**src/rtl/am_envelope_demod.sv**
```systemverilog
// AM envelope detector: rectify or square, accumulate-and-dump by DEC, moving average over 2^AVG_LOG2 dumps.
// Latency: DEC-th sample of a block accepted in cycle T gives a dout_valid pulse in cycle T+4.
// No backpressure: a sample is taken on every cycle din_valid is high; idle cycles freeze the datapath.
module am_envelope_demod #(
    parameter int DIN_W    = 12,
    parameter int DOUT_W   = 14,
    parameter int DEC      = 50,
    parameter int AVG_LOG2 = 4
) (
    input  logic                    clk,
    input  logic                    rst,
    input  logic signed [DIN_W-1:0] din,
    input  logic                    din_valid,
    input  logic [1:0]              mode,
    input  logic [2:0]              gain_sh,
    output logic [DOUT_W-1:0]       dout,
    output logic                    dout_valid,
    output logic                    sat
);

    localparam int M      = DIN_W - 1;
    localparam int CW     = (DEC > 1) ? $clog2(DEC) : 1;
    localparam int AW     = M + CW;
    localparam int SW     = AW + AVG_LOG2;
    localparam int N      = 1 << AVG_LOG2;
    localparam int RSH    = (SW >= DOUT_W) ? SW - DOUT_W : 0;
    localparam int LSH    = (SW < DOUT_W) ? DOUT_W - SW : 0;
    localparam int OW     = SW + 7 + LSH;
    localparam int DEC_M1 = DEC - 1;
    localparam int N_M1   = N - 1;

    localparam logic [CW-1:0]       CNT_MAX   = DEC_M1[CW-1:0];
    localparam logic [AVG_LOG2:0]   FILL_N    = N[AVG_LOG2:0];
    localparam logic [AVG_LOG2:0]   FILL_LAST = N_M1[AVG_LOG2:0];
    localparam logic [M-1:0]        R_MAX     = {M{1'b1}};

    // Mode control: 11 aliases to 00 so it is never seen as a change.
    logic [1:0] mode_n;
    logic [1:0] mode_q;
    logic [2:0] gain_q;
    logic       primed;
    logic       flush;

    assign mode_n = (mode == 2'b11) ? 2'b00 : mode;
    assign flush  = primed && (mode_n != mode_q);

    always_ff @(posedge clk or negedge rst) begin
        if (!rst) begin
            mode_q <= 2'b00;
            gain_q <= 3'd0;
            primed <= 1'b0;
        end else begin
            mode_q <= mode_n;
            gain_q <= gain_sh;
            primed <= 1'b1;
        end
    end

    // Detector
    logic [DIN_W-1:0]   din_u;
    logic [DIN_W-1:0]   mag;
    logic [2*DIN_W-1:0] sq;
    logic [2*DIN_W-1:0] sq_sh;
    logic               sq_sat;
    logic [M-1:0]       det;

    assign din_u  = din;
    assign mag    = din[DIN_W-1] ? (~din_u + DIN_W'(1)) : din_u;
    assign sq     = {{DIN_W{1'b0}}, mag} * {{DIN_W{1'b0}}, mag};
    assign sq_sh  = sq >> M;
    assign sq_sat = |sq_sh[2*DIN_W-1:M];

    // The incoming mode drives detection so the sample landing on a flush edge already belongs to the new mode.
    always_comb begin
        det = '0;
        case (mode_n)
            2'b01:   det = din[DIN_W-1] ? '0 : din_u[M-1:0];
            2'b10:   det = sq_sat ? R_MAX : sq_sh[M-1:0];
            default: det = mag[DIN_W-1] ? R_MAX : mag[M-1:0];
        endcase
    end

    logic [M-1:0] r;
    logic         r_vld;

    always_ff @(posedge clk or negedge rst) begin
        if (!rst) begin
            r     <= '0;
            r_vld <= 1'b0;
        end else begin
            r_vld <= din_valid;
            if (din_valid) begin
                r <= det;
            end
        end
    end

    // Accumulate-and-dump
    logic [AW-1:0] acc;
    logic [AW-1:0] acc_sum;
    logic [CW-1:0] cnt;
    logic [AW-1:0] dump;
    logic          dump_vld;

    assign acc_sum = acc + {{CW{1'b0}}, r};

    always_ff @(posedge clk or negedge rst) begin
        if (!rst) begin
            acc      <= '0;
            cnt      <= '0;
            dump     <= '0;
            dump_vld <= 1'b0;
        end else if (flush) begin
            acc      <= '0;
            cnt      <= '0;
            dump_vld <= 1'b0;
        end else begin
            dump_vld <= 1'b0;
            if (r_vld) begin
                if (cnt == CNT_MAX) begin
                    dump     <= acc_sum;
                    dump_vld <= 1'b1;
                    acc      <= '0;
                    cnt      <= '0;
                end else begin
                    acc <= acc_sum;
                    cnt <= cnt + CW'(1);
                end
            end
        end
    end

    // Moving-average history and running sum
    logic [AW-1:0]       hist [N];
    logic [AVG_LOG2-1:0] ptr;
    logic [AVG_LOG2:0]   fill;
    logic [SW-1:0]       s;
    logic [SW-1:0]       s_next;
    logic                s_vld;
    logic                s_warm;

    assign s_next = s + {{AVG_LOG2{1'b0}}, dump} - {{AVG_LOG2{1'b0}}, hist[ptr]};

    always_ff @(posedge clk or negedge rst) begin
        if (!rst) begin
            for (int i = 0; i < N; i++) begin
                hist[i] <= '0;
            end
            ptr    <= '0;
            fill   <= '0;
            s      <= '0;
            s_vld  <= 1'b0;
            s_warm <= 1'b0;
        end else if (flush) begin
            for (int i = 0; i < N; i++) begin
                hist[i] <= '0;
            end
            ptr    <= '0;
            fill   <= '0;
            s      <= '0;
            s_vld  <= 1'b0;
            s_warm <= 1'b0;
        end else begin
            s_vld <= dump_vld;
            if (dump_vld) begin
                hist[ptr] <= dump;
                ptr       <= ptr + AVG_LOG2'(1);
                s         <= s_next;
                s_warm    <= (fill >= FILL_LAST);
                if (fill != FILL_N) begin
                    fill <= fill + (AVG_LOG2 + 1)'(1);
                end
            end
        end
    end

    // Output scaling and clipping; dout/sat hold between pulses and through a flush.
    logic [OW-1:0] s_ext;
    logic [OW-1:0] shifted;
    logic          over;

    assign s_ext   = {{(OW - SW){1'b0}}, s};
    assign shifted = ((s_ext << gain_q) << LSH) >> RSH;
    assign over    = |shifted[OW-1:DOUT_W];

    always_ff @(posedge clk or negedge rst) begin
        if (!rst) begin
            dout       <= '0;
            dout_valid <= 1'b0;
            sat        <= 1'b0;
        end else if (flush) begin
            dout_valid <= 1'b0;
        end else if (s_vld && s_warm) begin
            dout       <= over ? {DOUT_W{1'b1}} : shifted[DOUT_W-1:0];
            sat        <= over;
            dout_valid <= 1'b1;
        end else begin
            dout_valid <= 1'b0;
        end
    end

endmodule

```
**config.mk**
```make
export PLATFORM = sky130hd
export DESIGN_NAME = am_envelope_demod
export DESIGN_NICKNAME = d
export VERILOG_FILES = /design/src/rtl/am_envelope_demod.sv
export SDC_FILE = /design/constraint.sdc
export NUM_CORES = 1
export LEC_CHECK = 0
export BUFFER_PORTS_ARGS = -buffer_cell sky130_fd_sc_hd__buf_2
export CAP_MARGIN = 20
export CORE_ASPECT_RATIO = 2
export CORE_MARGIN = 1.5
export CORE_UTILIZATION = 55
export CTS_CLUSTER_DIAMETER = 80
export DETAILED_ROUTE_END_ITERATION = 10
export GPL_ROUTABILITY_DRIVEN = 0
export PLACE_DENSITY = 0.71
export SLEW_MARGIN = 30
export SYNTH_ARGS = -nofsm -noshare
export SYNTH_HDL_FRONTEND = slang
export SYNTH_SLANG_ARGS = --single-unit
```
**constraint.sdc**
```tcl
create_clock -name clk -period 6.7 [get_ports clk]
set_input_delay 0.67 -clock clk [delete_from_list [all_inputs] [get_ports clk]]
set_output_delay 0.67 -clock clk [all_outputs]
set_load 0.03 [all_outputs]
```
==> metrics.csv, run 1 <==
stage;metric;value;unit
worst_setup_path;Worst path max stage delay;0.56;ns
yosys;mux contribution to synthesized area;0.111;
floorplan;core area;0.0432;sq mm
timing;Fin Setup TNS;0;ns
cts;Worst-Skew Late Latency;0.55;ns
yosys;Post-Synth Adder-Cell Area;0.130;
cts;CTS tree;yes;
grt;initial antenna violation count;1;
timing;hold slack final;0.165;ns
status;status;complete, no violations;
worst_setup_path;worst path arrival time;6.93;ns
min_path;Min-Delay Path Class;in -> async;
final_layout;FILL cells;3620;
final_layout;layout cells sized above 1;0.145;
timing;Worst Skew;0.0225;ns
yosys;compound-cell area share of the yosys netlist;0.125;
cts;clock buffer depth;3;
cts;clk sinks;379;
yosys;Post-synth EDFFs;0;
pwr;pwr/cell area;324;mW/mm^2
yosys;Yosys reg bits;379;
timing;post-route setup slack;0.207;ns
route;vias after detailed routing;18987;
floorplan;Die Y;298;um
floorplan;Die X-Extent;151;um
worst_setup_path;FF-to-FF End;s[18];
pwr;total power;8.62;mW
worst_setup_path;Worst Path Required;7.14;ns
final_layout;Layout area overhead;11.2;%
timing;Max Fclk;154;MHz
route;vias per inst;5.95;
floorplan;Initial Util;0.554;
place;Post-Place Setup Slack;-0.485;ns
final_layout;area of the multi-input gates;0.0132;sq mm
worst_setup_path;critical path endpoint category;flip-flop;
yosys;warnings from Yosys;0;
route;antenna-violating nets left;0;
route;WL/cell;20.9;um
timing;final worst-path cycle share;0.969;
floorplan;io pins;36;
worst_setup_path;critical path class;in -> reg;
floorplan;DIE AREA;0.0449;sq mm
worst_setup_path;Worst Setup SP;din[3];
route;Post-Route WL;66800;um
yosys;post-synth cell types;70;
timing;# setup viols final;0;
grt;first-pass GRT wire length;106000;um
worst_setup_path;worst reg2reg setup slack;1.15;ns
cts;CTS Buf Count;35;
route;# DRC;0;
grt;vias in the first global route;20336;
worst_setup_path;slowest CP cell;or4_4;
pwr;maximum VDD drop;0.398;mV
yosys;Synth Area in Simple Gates;0.150;
place;Post-DP HPWL;49900;um
yosys;ys flop type;dfrtp_1;
grt;Global Route Usage Sum;0.310;
place;Buffers on Ports;35;
cts;clock slew at reported path FFs;0.07;ns
flow_run;max cap viols;0;
worst_setup_path;Worst setup SP type;input pin;
yosys;Synth Area in XOR/XNOR;0.0230;
floorplan;standard-cell rows;108;
final_layout;Final Net Count;2826;
worst_setup_path;reg2reg start;ptr[0];
yosys;Syn Area/Cell;9.24;sq um
timing;Slew Viols, Final;0;
yosys;Mapped Area;0.0240;sq mm
grt;grt ovf;0;
timing;slew at the pin with the worst max-slew slack;0.991;ns
route;initial detailed-routing violation count;1316;
final_layout;Seq. cell area;0.00949;sq mm
timing;Slew Limit Headroom;0.337;
pwr;Leakage;12.0;nW
worst_setup_path;Reg2Reg Depth;14;
yosys;Syn Inst Count;2593;
yosys;largest family of logic cells by synthesized area;simple AND/OR/NAND/NOR gates;
grt;pin count of the biggest net entering global routing;190;
worst_setup_path;critical path peak fanout;3;
timing;Tmin final;6.49;ns
yosys;FFs w/ async S/R, synth;1.00;
cts;H-tree depth;2;
timing;final hold vios;0;
route;drt pass-1 iters;6;
yosys;Seq/Total Area, Yosys;0.396;
cts;Root Buffer;clkbuf_16;
[cell usage after synthesis (9+ instances only)]
cell type / instances / area, sq um
a21oi_1: 361 / 1810
ha_1: 97 / 1210
and3_1: 10 / 62.6
a21o_1: 18 / 135
xnor2_1: 40 / 350
a22o_1: 12 / 105
nand2_1: 657 / 2470
dfrtp_1: 379 / 9480
inv_1: 224 / 841
clkbuf_1: 167 / 627
nor3_1: 13 / 65.1
fa_1: 95 / 1900
xor2_1: 23 / 201
nand3_1: 14 / 70.1
a211oi_1: 14 / 105
o21a_1: 9 / 67.6
and2_1: 19 / 119
o21ai_0: 51 / 255
nand4_1: 10 / 62.6
mux4_2: 103 / 2320
mux2i_1: 32 / 320
buf_1: 12 / 45.0
nor2_1: 114 / 428
[stage by stage]
step                 util  cells  area (sq um)
floorplan               -   2599         24100
global placement    0.583   3120         25200
detailed placement  0.584   3121         25200
CTS                 0.612   3185         26500
global route        0.616   3192         26600
finish              0.616   3192         26600
[layout by cell type (no fill, tap or decap), types with 32 or more instances in the layout]
cell,n
o21ai_0,48
buf_2,34
dfrtp_1,375
ha_1,94
a21oi_1,358
clkbuf_16,36
buf_4,120
nor2_1,107
inv_1,220
fa_1,94
mux2i_1,32
xnor2_1,39
mux4_2,103
nand2_1,655
[state kept, by name, summed over array words and instances, names as in the netlist, 5 cells and up]
name	flops
fill	5
dump	17
cnt	6
r	11
s	21
acc	17
hist	272
dout	14
[how the worst max path moves through the flow]
| stage | endpoint |
|---|---|
| finish | r[8] |
| detailed placement | r[6] |
| CTS | r[1] |
| floorplan | r[8] |
| global route | r[0] |
| global placement | r[6] |
[layer usage]
layer  global-route usage  up-vias  share of wire
li1                     -     8639              -
met1                0.303     9355           0.32
met2                0.581      691           0.55
met3               0.0355      302          0.041
met4                0.229        0          0.086
met5                    0        -              0
[power breakdown]
group	total [mW]	switching, mW	internal [mW]	leakage (nW)
sequential	2.42	0.0628	2.36	5.19
clock	2.14	0.908	1.23	0.592
combinational	4.06	2.30	1.76	6.20
[cells by family after synthesis]
kind of cell             count (synthesis)
multiplexers                           136
other                                    2
XOR/XNOR                                63
AND/OR/NAND/NOR                        881
adder cells (fa/ha/maj)                192
AO/OA/AOI/OAI                          528
flip-flops                             379
buffers and inverters                  412
[worst max-delay path: cells and delay by family]
| family | cells | cell delay [ns] |
|---|---|---|
| xor gates and xnor gates | 1 | 0.24 |
| buffers and inverters | 8 | 0.75 |
| muxes | 1 | 0.17 |
| adders and majority gates | 6 | 2.65 |
| AOI/OAI and AO/OA | 6 | 1.17 |
| and+or+nand+nor | 5 | 1.28 |
[area by class of cell]
type / instances / share of cell area
repair buffers: 161 / 0.0452
flip-flops and latches: 379 / 0.357
clock buffers: 52 / 0.0387
inverters: 229 / 0.0325
clock inverters: 12 / 0.00681
multi-input cells: 1808 / 0.494
diodes: 1 / 0.0000940
well taps: 550 / 0.0258
[what timing repair did]
item,CTS,global route
setup endpoints to repair,0,11
hold buffers,0,0
gates resized for setup,0,19
buffers inserted,0,3
Note: power is estimated with default switching activity, not from simulation.
==> run 2, diff against run 1 <==
Settings changed: CORE_UTILIZATION 55 to 40, PLACE_DENSITY 0.71 to default.
==> metrics.csv, run 2 (synthesis gave the netlist of run 1 again) <==
stage;metric;value;unit;change
place;Post-Place Cell Area;0.0257;sq mm;was 0.0252 sq mm
timing;Max Fclk;154;MHz;about the same
cts;clk sinks;379;;unchanged
timing;Worst Skew;0.0201;ns;was 0.0225 ns
timing;# setup viols final;0;;unchanged
route;WL/cell;20.2;um;was 20.9 um
worst_setup_path;Worst Path Required;7.14;ns;about the same
final_layout;ANT cells;0;;was 1
worst_setup_path;worst path arrival time;6.94;ns;was 6.93 ns
final_layout;biggest regs;hist (272), s (21);;unchanged
pwr;Leakage;12.1;nW;was 12.0 nW
floorplan;io pins;36;;unchanged
cts;CTS Hold Bufs;0;;unchanged
final_layout;Most flops, register;hist;;unchanged
final_layout;Layout area overhead;13.0;%;was 11.2%
worst_setup_path;Worst setup SP type;input pin;;unchanged
cts;CTS Buf Count;35;;unchanged
pwr;pwr/cell area;326;mW/mm^2;was 324 mW/mm^2
floorplan;Initial Util;0.405;;was 0.554
cts;clock buffer depth;3;;unchanged
route;# DRC;0;;unchanged
timing;hold slack final;0.172;ns;was 0.165 ns
floorplan;Die X-Extent;176;um;was 151 um
timing;final worst-path cycle share;0.970;;was 0.969
route;vias per inst;5.49;;was 5.95
worst_setup_path;critical path class;in -> reg;;unchanged
cts;Worst-Skew Late Latency;0.56;ns;was 0.55 ns
final_layout;post-route design area;0.0271;sq mm;was 0.0266 sq mm
route;initial detailed-routing violation count;1143;;was 1316
grt;grt ovf;0;;unchanged
worst_setup_path;critical path peak fanout;5;;was 3
timing;slew at the pin with the worst max-slew slack;1.08;ns;was 0.991 ns
route;vias after detailed routing;18803;;was 18987
min_path;Min-Delay Path Class;in -> async;;unchanged
timing;Slew Viols, Final;0;;unchanged
timing;Slew Limit Headroom;0.280;;was 0.337
final_layout;layout cells sized above 1;0.154;;was 0.145
final_layout;Final Util;0.458;;was 0.616
cts;H-tree depth;2;;unchanged
grt;Global Route Usage Sum;0.229;;was 0.310
final_layout;most common cell after layout, fill and taps aside;nand2_1;;unchanged
grt;vias in the first global route;19878;;was 20336
timing;post-route setup slack;0.200;ns;was 0.207 ns
route;drt pass-1 iters;5;;was 6
floorplan;core area;0.0591;sq mm;was 0.0432 sq mm
final_layout;FILL cells;5614;;was 3620
timing;final hold vios;0;;unchanged
status;status;complete, no violations;;unchanged
final_layout;max FFs per register;272;;unchanged
place;Post-DP HPWL;52000;um;was 49900 um
place;Post-Place Setup Slack;-0.521;ns;was -0.485 ns
cts;CTS tree;yes;;unchanged
floorplan;Die Y;349;um;was 298 um
floorplan;DIE AREA;0.0615;sq mm;was 0.0449 sq mm
pwr;maximum VDD drop;0.344;mV;was 0.398 mV
grt;initial antenna violation count;1;;unchanged
worst_setup_path;critical path endpoint category;flip-flop;;unchanged
final_layout;Final Net Count;2847;;was 2826
timing;Tmin final;6.50;ns;was 6.49 ns
flow_run;max cap viols;0;;unchanged
grt;first-pass GRT wire length;108000;um;was 106000 um
cts;clock slew at reported path FFs;0.07;ns;about the same
floorplan;standard-cell rows;126;;was 108
cts;Root Buffer;clkbuf_16;;unchanged
route;Post-Route WL;69300;um;was 66800 um
final_layout;most frequent cells in the layout;nand2_1, dfrtp_1, a21oi_1;;unchanged
place;Buffers on Ports;35;;unchanged
route;antenna-violating nets left;0;;unchanged
final_layout;Finished Layout Cells;3428;;was 3192
grt;pin count of the biggest net entering global routing;178;;was 190
place;dpl cells;3360;;was 3121
run 2: worst paths after layout:
kind                             from         to  slack [ns]  cells past startpoint
setup reg to reg               ptr[0]      s[20]        1.38                     15
hold / removal                    rst   hist[95]        0.17                      1
min in group clk           gain_sh[2]  gain_q[2]        0.22                      1
hold reg to reg                  r[9]       r[9]        0.50                      2
setup / recovery               din[3]       r[8]        0.20                     25
max in group asynchronous         rst   hist[52]        5.08                      2
run 2: area by class of cell:
| class | count | area, sq um | share of cell area |
|---|---|---|---|
| Clock buffer | 45 | 993 | 0.0367 |
| Clock inverter | 17 | 265 | 0.00980 |
| Inverter | 229 | 866 | 0.0320 |
| Multi-Input combinational cell | 1808 | 13200 | 0.486 |
| Sequential cell | 379 | 9490 | 0.351 |
| Tap cell | 768 | 961 | 0.0355 |
| Timing Repair Buffer | 182 | 1330 | 0.0492 |
run 2: worst max-delay path, cell delays in order:
cell	delay, ns
buf_2	0.10
or4_4	0.54
buf_4	0.18
o31ai_4	0.24
xor2_2	0.23
nor2_2	0.08
fa_1	0.61
inv_2	0.05
fa_1	0.53
inv_1	0.05
fa_1	0.46
fa_1	0.49
inv_1	0.05
fa_1	0.49
inv_2	0.04
ha_4	0.30
a21o_1	0.18
a2111oi_4	0.06
buf_4	0.16
a211o_4	0.37
a21oi_4	0.14
o31ai_1	0.09
or3b_4	0.44
and2_1	0.15
a211o_1	0.25
run 2: routing by layer:
layer	global-route usage	wire, um
met5	0	16
met3	0.0216	2160
met1	0.219	22700
met4	0.147	4610
met2	0.453	39800
run 2: repair_timing:
item | in CTS | in global routing
gates resized for setup | 0 | 23
setup endpoints to repair | 0 | 10
buffers inserted | 0 | 4
run 2: power breakdown:
part | switching (mW) | internal [mW] | total (mW) | leakage, nW
clock | 0.942 | 1.29 | 2.24 | 0.622
sequential | 0.0656 | 2.36 | 2.42 | 5.19
combinational | 2.29 | 1.87 | 4.16 | 6.31
total | 3.30 | 5.52 | 8.82 | 12.1
run 2: through the flow:
stage | total power [mW] | TNS, ns
after floorplan | 4.90 | -0.586
after global placement | 6.30 | -4.55
after detailed placement | 6.43 | -5.35
after CTS | 8.67 | 0
after global routing | 9.36 | -0.0609
final | 8.82 | 0
==> run 3, diff against run 2 <==
Settings changed: CORE_ASPECT_RATIO 2 to default, CORE_MARGIN 1.5 to default, GPL_TIMING_DRIVEN from default to 0.
==> metrics.csv, run 3 (synthesis gave the netlist of run 1 again) <==
stage;metric;value;unit;change
status;status;finished with violations;;was complete, no violations
status;failing checks;DRC, setup timing;;
cts;CTS Buf Count;43;;was 35
final_layout;Final Net Count;2919;;was 2847
final_layout;most common cell after layout, fill and taps aside;nand2_1;;unchanged
pwr;maximum VDD drop;0.412;mV;was 0.344 mV
timing;Slew Limit Headroom;0.358;;was 0.280
route;vias after detailed routing;19057;;was 18803
grt;first-pass GRT wire length;110000;um;was 108000 um
worst_setup_path;critical path class;in -> reg;;unchanged
final_layout;area of the multi-input gates;0.0132;sq mm;about the same
cts;clock buffer depth;3;;unchanged
final_layout;layout cells sized above 1;0.114;;was 0.154
pwr;total power;8.34;mW;was 8.82 mW
final_layout;FILL cells;5470;;was 5614
final_layout;Most flops, register;hist;;unchanged
final_layout;ANT cells;0;;unchanged
place;Post-Place Setup Slack;-1.28;ns;was -0.521 ns
min_path;Min-Delay Path Class;in -> reg;;was in -> async
route;Post-Route WL;69100;um;was 69300 um
floorplan;Die X-Extent;247;um;was 176 um
route;initial detailed-routing violation count;1813;;was 1143
cts;Root Buffer;clkbuf_16;;unchanged
timing;post-route setup slack;-0.0607;ns;was 0.200 ns
route;WL/cell;19.7;um;was 20.2 um
timing;final worst-path cycle share;1.01;;was 0.970
place;Buffers on Ports;33;;was 35
min_path;WHS Endpoint;gain_q[1];;
grt;pin count of the biggest net entering global routing;74;;was 178
route;# DRC;6;;was 0
timing;Tmin final;6.76;ns;was 6.50 ns
pwr;pwr/cell area;305;mW/mm^2;was 326 mW/mm^2
worst_setup_path;Worst Setup SP;din[7];;was din[3]
timing;final hold vios;0;;unchanged
pwr;Leakage;12.0;nW;was 12.1 nW
timing;Max Fclk;148;MHz;was 154 MHz
final_layout;biggest regs;hist (272), s (21);;unchanged
route;vias per inst;5.42;;was 5.49
final_layout;most frequent cells in the layout;nand2_1, dfrtp_1, a21oi_1;;unchanged
grt;initial antenna violation count;0;;was 1
timing;Slew Viols, Final;0;;unchanged
min_path;WHS Path Cells;1;;
floorplan;Initial Util;0.405;;about the same
floorplan;Die Y;247;um;was 349 um
timing;slew at the pin with the worst max-slew slack;0.962;ns;was 1.08 ns
timing;RSZ-0062 raised after global routing;true;;
worst_setup_path;reg2reg start;ptr[0];;unchanged
worst_setup_path;worst path arrival time;7.21;ns;was 6.94 ns
cts;CTS tree;yes;;unchanged
final_layout;Final Util;0.462;;was 0.458
cts;H-tree depth;2;;unchanged
floorplan;io pins;36;;unchanged
worst_setup_path;worst reg2reg setup slack;0.74;ns;was 1.38 ns
route;drt pass-1 iters;8;;was 5
worst_setup_path;FF-to-FF End;s[18];;was s[20]
final_layout;Layout area overhead;14.1;%;was 13.0%
grt;Global Route Usage Sum;0.233;;was 0.229
grt;grt ovf;0;;unchanged
worst_setup_path;Worst Path Required;7.15;ns;was 7.14 ns
floorplan;core area;0.0591;sq mm;about the same
flow_run;max cap viols;0;;unchanged
cts;clk sinks;379;;unchanged
timing;# setup viols final;11;;was 0
worst_setup_path;critical path endpoint category;flip-flop;;unchanged
cts;clock slew at reported path FFs;0.06;ns;was 0.07 ns
grt;vias in the first global route;19408;;was 19878
floorplan;standard-cell rows;89;;was 126
worst_setup_path;critical path peak fanout;5;;unchanged
worst_setup_path;Worst setup SP type;input pin;;unchanged
cts;Worst-Skew Late Latency;0.59;ns;was 0.56 ns
final_layout;max FFs per register;272;;unchanged
floorplan;DIE AREA;0.0609;sq mm;was 0.0615 sq mm
final_layout;Seq. cell area;0.00948;sq mm;was 0.00949 sq mm
worst_setup_path;Reg2Reg Depth;15;;unchanged
timing;Worst Skew;0.0204;ns;was 0.0201 ns
min_path;Hold Path Origin;gain_sh[1];;
route;antenna-violating nets left;0;;unchanged
place;Post-DP HPWL;51900;um;was 52000 um
run 3: cell type report:
cell class              instances  share of cell area
multi-input cells            1808               0.483
flip-flops and latches        379               0.347
clock buffers                  66              0.0488
well taps                     773              0.0354
inverters                     229              0.0322
plain buffers                 180              0.0268
repair buffers                 66              0.0222
clock inverters                12             0.00403
run 3: repair_timing:
action	4_1_cts	5_1_grt
hold endpoints to repair	12	0
hold buffers	1	0
setup buffers	9	15
pin swaps	5	35
gates cloned	0	1
gates resized for setup	19	32
setup endpoints to repair	11	11
run 3: power breakdown:
part	internal, mW	switching [mW]
registers	2.36	0.0553
logic	1.44	2.10
clock network	1.41	0.978
total	5.21	3.13
run 3: through the flow:
step	instances	cell area [sq um]	hold slack, ns	TNS, ns
finish	3513	27300	0.195	-0.449
global route	3513	27300	0.194	-2.34
CTS	3500	27100	0.174	0
detailed placement	3412	25500	0.492	-13.71
global placement	3405	25300	0.481	-927.98
floorplan	2599	24100	0.374	-0.586
run 3: worst max path at each step:
stage	to	depth (start not counted)
2_1_floorplan	r[8]	25
3_3_place_gp	mode_q[1]	1
3_5_place_dp	r[8]	25
4_1_cts	r[8]	22
5_1_grt	r[6]	27
6_report	r[8]	26
run 3: critical path, cell delays in order:
cell and delay, ns:
buf_12 0.10, or4_4 0.56, or2_1 0.26, o21a_2 0.24, xnor2_2 0.17, clkbuf_8 0.19
nor2_4 0.04, fa_1 0.59, inv_2 0.05, fa_1 0.51, inv_2 0.04, fa_1 0.47
fa_1 0.53, inv_2 0.04, fa_1 0.51, inv_2 0.05, ha_4 0.24, a21o_1 0.20
a2111oi_4 0.35, o2bb2ai_2 0.15, a211o_1 0.22, a21oi_2 0.09, o21ai_1 0.11, or3b_4 0.43
and2_4 0.15, a211o_1 0.22
run 3: per-layer routing:
metal / GRT usage / part of all wire / vias to the layer above
met1: 0.308 / 0.42 / 9480
met5: 0 / 0 / -
met3: 0.0333 / 0.064 / 111
li1: - / - / 8858
met2: 0.380 / 0.48 / 608
met4: 0.101 / 0.039 / 0
